## src/rtl/javi_sum_uart_tx.sv

```systemverilog
// 8N1 UART transmitter for the adder's sum bytes: valid/ready intake into a
// holding register, with a separate shift register so buffered frames run back-to-back.
module javi_sum_uart_tx #(
    parameter int CLKS_PER_BIT = 434,
    parameter int CNT_W        = 16
) (
    input  logic       clk,
    input  logic       rst_n,
    input  logic [7:0] in_data,
    input  logic       in_valid,
    output logic       in_ready,
    output logic       tx,
    output logic       busy,
    output logic [7:0] frames_sent
);

    typedef enum logic [1:0] {IDLE, START, DATA, STOP} state_e;

    localparam logic [CNT_W-1:0] CNT_LAST = CNT_W'(CLKS_PER_BIT - 1);

    state_e           state_q, state_d;
    logic [7:0]       hold_q, hold_d;
    logic             hold_full_q, hold_full_d;
    logic [7:0]       shift_q, shift_d;
    logic [CNT_W-1:0] cnt_q, cnt_d;
    logic [2:0]       bit_q, bit_d;
    logic             tx_q, tx_d;
    logic [7:0]       frames_q, frames_d;
    logic             cnt_last;

    assign cnt_last    = (cnt_q == CNT_LAST);
    assign in_ready    = ~hold_full_q;
    assign tx          = tx_q;
    assign busy        = (state_q != IDLE);
    assign frames_sent = frames_q;

    always_comb begin
        state_d     = state_q;
        hold_d      = hold_q;
        hold_full_d = hold_full_q;
        shift_d     = shift_q;
        cnt_d       = cnt_q;
        bit_d       = bit_q;
        tx_d        = tx_q;
        frames_d    = frames_q;

        // Accept only depends on registered hold_full_q, and the drain paths
        // below only fire when hold_full_q is set, so they never overlap.
        if (in_valid && !hold_full_q) begin
            hold_d      = in_data;
            hold_full_d = 1'b1;
        end

        case (state_q)
            IDLE: begin
                tx_d = 1'b1;
                if (hold_full_q) begin
                    shift_d     = hold_q;
                    hold_full_d = 1'b0;
                    tx_d        = 1'b0;
                    cnt_d       = '0;
                    state_d     = START;
                end
            end
            START: begin
                if (cnt_last) begin
                    cnt_d   = '0;
                    bit_d   = '0;
                    tx_d    = shift_q[0];
                    state_d = DATA;
                end else begin
                    cnt_d = cnt_q + CNT_W'(1);
                end
            end
            DATA: begin
                if (cnt_last) begin
                    cnt_d   = '0;
                    shift_d = {1'b0, shift_q[7:1]};
                    if (bit_q == 3'd7) begin
                        tx_d    = 1'b1;
                        state_d = STOP;
                    end else begin
                        bit_d = bit_q + 3'd1;
                        tx_d  = shift_q[1];
                    end
                end else begin
                    cnt_d = cnt_q + CNT_W'(1);
                end
            end
            STOP: begin
                if (cnt_last) begin
                    cnt_d    = '0;
                    frames_d = frames_q + 8'd1;
                    if (hold_full_q) begin
                        shift_d     = hold_q;
                        hold_full_d = 1'b0;
                        tx_d        = 1'b0;
                        state_d     = START;
                    end else begin
                        tx_d    = 1'b1;
                        state_d = IDLE;
                    end
                end else begin
                    cnt_d = cnt_q + CNT_W'(1);
                end
            end
            default: begin
                tx_d    = 1'b1;
                state_d = IDLE;
            end
        endcase
    end

    always_ff @(posedge clk) begin
        if (!rst_n) begin
            state_q     <= IDLE;
            hold_q      <= '0;
            hold_full_q <= 1'b0;
            shift_q     <= '0;
            cnt_q       <= '0;
            bit_q       <= '0;
            tx_q        <= 1'b1;
            frames_q    <= '0;
        end else begin
            state_q     <= state_d;
            hold_q      <= hold_d;
            hold_full_q <= hold_full_d;
            shift_q     <= shift_d;
            cnt_q       <= cnt_d;
            bit_q       <= bit_d;
            tx_q        <= tx_d;
            frames_q    <= frames_d;
        end
    end

endmodule
```

## config.mk

```make
export PLATFORM = sky130hd
export DESIGN_NAME = javi_sum_uart_tx
export DESIGN_NICKNAME = d
export VERILOG_FILES = /design/src/rtl/javi_sum_uart_tx.sv
export SDC_FILE = /design/constraint.sdc
export NUM_CORES = 1
export LEC_CHECK = 0
export BUFFER_PORTS_ARGS = -buffer_cell sky130_fd_sc_hd__clkbuf_2
export CAP_MARGIN = 40
export CORE_ASPECT_RATIO = 1.5
export CORE_MARGIN = 2
export CORE_UTILIZATION = 53
export DETAILED_ROUTE_END_ITERATION = 10
export PLACE_DENSITY = 0.75
export SYNTH_ARGS = -nofsm -noshare
export SYNTH_HDL_FRONTEND = slang
export SYNTH_SLANG_ARGS = --single-unit
```

## constraint.sdc

```tcl
create_clock -name clk -period 1.8 [get_ports clk]
set_clock_uncertainty 0.1 [all_clocks]
set_input_delay 0.18 -clock clk [delete_from_list [all_inputs] [get_ports clk]]
set_output_delay 0.18 -clock clk [all_outputs]
set_load 0.05 [all_outputs]
```

## After elaboration in Yosys (flattened, before gate mapping)

Cells that the tools add are included.

- $add $sub $neg: 3
- Eq/ne operators: 11
- Multiplexer cells: 28
- Bitwise gates (word level): 1
- Reduce and logical (&&, ||, !) cells: 12

Operators by type and width:

| cell | number |
|---|---|
| 16-bit 2-to-1 mux | 2 |
| 16-bit one-hot mux with 2 select lines | 1 |
| 8-bit 2-to-1 mux | 3 |
| 8-bit one-hot mux with 3 select lines | 1 |
| 16-bit by 1-bit adder with 16-bit output, second input constant | 1 |
| 16-bit by 9-bit equality test with 1-bit output, second input constant | 1 |
| 2-bit inequality test, second input constant | 6 |
| 2-bit 2-to-1 mux | 5 |
| 1-bit 2-to-1 mux | 9 |
| 3-bit 2-to-1 mux | 3 |
| 8-bit by 1-bit adder with 8-bit output, second input constant | 1 |
| 2-bit one-hot mux with 4 select lines | 1 |
| 3-bit one-hot mux with 2 select lines | 1 |
| 3-bit AND reduction | 2 |
| 5-bit AND reduction | 1 |
| 2-bit equality test, second input constant | 2 |
| 1-bit one-hot mux with 4 select lines | 1 |
| 4-bit AND reduction | 1 |
| 2-bit nonzero test | 2 |
| 3-bit by 1-bit adder with 3-bit output, second input constant | 1 |
| 3-bit equality test, second input constant | 1 |
| 3-bit nonzero test | 1 |
| 3-bit OR reduction | 1 |
| 2-bit by 1-bit equality test with 1-bit output, second input constant | 1 |
| other kinds (6) | 6 |

- Register bits: 47
- Input bits: 11
- Output and inout bits: 11
- Logic and storage cells: 63

## Logic depth before layout (Yosys ltp)

- Depth after elaboration: 6
- Depth in mapped cells: 8
- Mapped depth without buffers: 6

## Worst setup path before layout

Ideal clock, no wire load.

- Path type: register -> register
- From: register state_q[0]
- To: register cnt_q[0]
- Setup time: 0.117 ns
- Arrival time: 1.757 ns
- Required time: 1.583 ns
- Path slack: -0.174 ns
- Cell stages (with the launch flop): 8
- Buffers on the path: 1
- Clock period less this slack: 1.974 ns
- Path through: dfxtp_1 > inv_1 > ha_1 > inv_1 > nor2_1 > o21ai_1 > buf_2 > nor2_1

- Longest elaborated chain between the ends: 3
- Elaborated cells on any way between the ends: 7
- Those cells by class: eq/ne: 4; mux: 1; reduce/logical: 2

Ends and longest elaborated chain:

| item | line | text |
|---|---|---|
| from (decl) | 21 | `state_e state_q, state_d;` |
| from (signal assigned) | 125 | `state_q <= state_d;` |
| 2-bit equality test / 2-bit by 1-bit equality test with 1-bit output (equally long branches) | 54 | `case (state_q)` |
| 3-bit OR reduction (no source line) | n/a |  |
| 16-bit one-hot mux with 2 select lines | 54 |  |
| to (signal assigned) | 129 | `cnt_q <= cnt_d;` |
| to (decl) | 25 | `logic [CNT_W-1:0] cnt_q, cnt_d;` |

Parallel ways exist; a longest one is shown, timed or not.
A chain may end at the register's enable or synchronous reset.

## Worst setup path in the final report

- From: register cnt_q[1]
- To: register shift_q[0]

- Longest elaborated chain between the ends: 3
- Elaborated cells on any way between the ends: 4
- Those cells by class: eq/ne: 3; reduce/logical: 1

Ends and longest elaborated chain:

| item | line | text |
|---|---|---|
| 16-bit by 9-bit equality test with 1-bit output (*) | 31 | `assign cnt_last = (cnt_q == CNT_LAST);` |
| 2-bit inequality test (no source line) | n/a |  |
| 3-bit AND reduction (no source line) (*) | n/a |  |
| to (signal assigned) | 128 | `shift_q <= shift_d;` |
| to (decl) | 24 | `logic [7:0] shift_q, shift_d;` |

Every way passes the cells marked *; elsewhere a longest branch is shown, timed or not.

==> impl_metrics.env <==
export IMPL_failed_checks="DRC, setup timing"
export IMPL_startpoint_type="flop"
export IMPL_die_area_um2=5091
export IMPL_synth_most_common_cell="dfxtp_1"
export IMPL_grt_antenna_before_repair=0
export IMPL_top_usage_layer="met2"
export IMPL_nets=347
export IMPL_path_delay_family="simple AND/OR/NAND/NOR gates"
export IMPL_first_global_vias=2102
export IMPL_io_pins=22
export IMPL_via_count=2197
export IMPL_dp_slack_ps=-92.25
export IMPL_coreArea_um2=4429
export IMPL_avgSynthCellArea_um2=8.983
export IMPL_slew_headroom=0.5534
export IMPL_htreeDepth=2
export IMPL_clk_pin_slew_ps=90
export IMPL_worst_pin_slew_ps=669.1
export IMPL_grtUsageMet3=0.03582
export IMPL_viasPerCell=5.859
export IMPL_slew_viol_final=0
export IMPL_drc=2
export IMPL_initial_core_util=0.5415
export IMPL_n_antenna_cell=0
export IMPL_synthArstFlopShare=0
export IMPL_drive_gt1_frac=0.3486
export IMPL_num_rows=30
export IMPL_synth_edf_count=0
export IMPL_reg2reg_depth=8
export IMPL_fp_dieW_um=58.93
export IMPL_place_hpwl_mm=3.808
export IMPL_synth_top_area_frac=0.3923
export IMPL_cp_depth=8
export IMPL_synthesis_nets=288
export IMPL_grtUsageTotal=0.2293
export IMPL_status="finished, violations left"
export IMPL_fin_util=0.7164
export IMPL_io_buffer_count=21
export IMPL_dr_pass1_iters=7
export IMPL_finalHoldViolCount=0
export IMPL_hold_depth=3
export IMPL_hold_buffers=0
export IMPL_wire_per_inst_um=15.48
export IMPL_clk_latency_ps=300
export IMPL_ant_nets=0
export IMPL_yosysSeqAreaShare=0.3923
export IMPL_setup_worst_path_class="reg2reg"
export IMPL_synth_common_cells="dfxtp_1 (47), a21oi_1 (22), o21ai_0 (21)"
export IMPL_fillerInstances=317
export IMPL_cp_slowest_stage_delay_ps=390
export IMPL_grt_first_pass_wirelength_mm=9.142
export IMPL_rsz0062_at_grt="yes"
export IMPL_routed_wl_mm=5.804
export IMPL_power_density_nw_per_um2=1033
export IMPL_grt_util_met1=0.2577
export IMPL_leakagePower_nw=1.224
export IMPL_fmax_ghz=0.5361
export IMPL_critical_path_cell_chain="inv_2 -> ha_4 -> nor3b_4 -> buf_6 -> buf_4 -> a41oi_2 -> or3_1 -> a21oi_1"
export IMPL_area_growth_pct=32.29
export IMPL_die_height_um=86.39
export IMPL_arrival_ps=1990
export IMPL_grt_ovfl_total=0
export IMPL_yosys_cell_types_count=45
export IMPL_period_share=1.036
export IMPL_cts_root_buffer="clkbuf_8"
export IMPL_synth_main_ff_cell="dfxtp_1"
export IMPL_cts_tree="yes"
export IMPL_required_ps=1930
export IMPL_grt_use_met2=0.4111
export IMPL_synth_seq_cells=47
export IMPL_ctsLongestPathBuffers=2
export IMPL_finalSetupViolCount=9
export IMPL_syn_inst=267
export IMPL_numClockSinks=47
export IMPL_yosysTopAreaCell="dfxtp_1"
export IMPL_drt_iter0_markers=96
export IMPL_min_period_ps=1865
export IMPL_endpoint_kind="flop"
export IMPL_cts_buffers=5
export IMPL_grt_max_degree=21
export IMPL_hp_class="in2reg"
export IMPL_critPathSlowestCell="or3_1"
export IMPL_synth_area_leaders="dfxtp_1 (39%), mux2i_1 (7.9%), ha_1 (5.2%), a21oi_1 (4.6%), or3_1 (4.4%)"
export IMPL_gp_congestion=0.7784
export IMPL_setup_ws_ps=-65.36
export IMPL_drv_cap=0
export IMPL_ys_warn_count=0
export IMPL_max_vdd_ir_drop_v=0.0007070
export IMPL_syn_cell_area_um2=2399
export IMPL_setup_tns_ps=-325.8
export IMPL_critPathMaxFanout=5
export IMPL_path_buf_inv=3
metal layers:
layer  vias to the layer above  share of wire
met1                      1057           0.40
met3                        10          0.027
met5                         -              0
li1                       1085              -
met2                        45           0.55
met4                         0          0.022
report_power, final:
part,internal [mW],total (mW),switching [mW]
Clock,0.272,0.628,0.356
Combinational,0.636,1.42,0.783
Sequential,1.14,1.23,0.0888
registers in the layout (all words and copies together) (netlist names):
| name | count |
|---|---|
| bit_q | 3 |
| hold_q | 8 |
| hold_full_q | 1 |
| shift_q | 8 |
| state_q | 2 |
| cnt_q | 16 |
| tx | 1 |
| frames_sent | 8 |
worst paths after layout:
path                        from              to  slack [ps]
setup / recovery        cnt_q[1]      shift_q[0]         -70
hold / removal        in_data[6]       hold_q[6]           7
setup reg to reg        cnt_q[1]      shift_q[0]         -70
hold reg to reg   frames_sent[7]  frames_sent[7]         370
metrics by stage:
step	hold WS [ps]	total power [mW]	std cells	cell area, um^2
2_1_floorplan	226.8	2.029	267	2421
3_3_place_gp	314.6	2.337	356	2779
3_5_place_dp	321.5	2.363	356	2779
4_1_cts	4.892	3.065	369	2937
5_1_grt	14.35	3.442	375	3173
6_report	6.919	3.278	375	3173
worst register-to-register path, cell delays in order, from the launching register on:
cell     delay [ps]
dfxtp_2         330
inv_2            60
ha_4            110
nor3b_4         220
buf_6           140
buf_4           110
a41oi_2         170
or3_1           390
a21oi_1         170
final cells by class:
| cell class | instances | area (um^2) | share of cell area |
|---|---|---|---|
| Timing Repair Buffer | 66 | 491.7 | 0.1550 |
| Inverter | 10 | 41.29 | 0.01301 |
| Tap cell | 48 | 60.06 | 0.01893 |
| Sequential cell | 47 | 952.2 | 0.3001 |
| Multi-Input combinational cell | 196 | 1543 | 0.4862 |
| Clock buffer | 6 | 72.57 | 0.02287 |
| Clock inverter | 2 | 12.51 | 0.003943 |
what timing repair did:
item                                    in CTS  in global routing
gates cloned                                 1                  1
buffers inserted                             4                  5
pin swaps                                    3                 15
gates resized for setup                      7                 37
endpoints found under the setup margin       6                 28
cell families (layout without fill, tap and decap cells):
| group | after synthesis | after routing | synth area share |
|---|---|---|---|
| AND/OR/NAND/NOR | 99 | 99 | 0.2431 |
| multiplexers | 19 | 19 | 0.07929 |
| buffers and inverters | 25 | 84 | 0.04852 |
| XOR/XNOR | 6 | 6 | 0.02191 |
| flip-flops | 47 | 47 | 0.3923 |
| AO/OA/AOI/OAI | 61 | 62 | 0.1628 |
| adder cells (fa/ha/maj) | 10 | 10 | 0.05216 |
cells in the final DEF (no fill, tap or decap), drive strengths merged, types with 2 or more instances in the layout:
cell and instances:
dfxtp 47, buf 45, clkbuf 27, o21ai 22, a21oi 22, nor2 20, mux2i 19, nand2 18
or3 17, nand3 13, ha 10, inv 9, nand4 8, nand2b 6, nor4 4, xor2 4
o22ai 3, and4 3, a211oi 3, a41oi 3, clkinvlp 2, o311ai 2, o41ai 2, xnor2 2
and2 2
(Power assumes the default switching activity.)
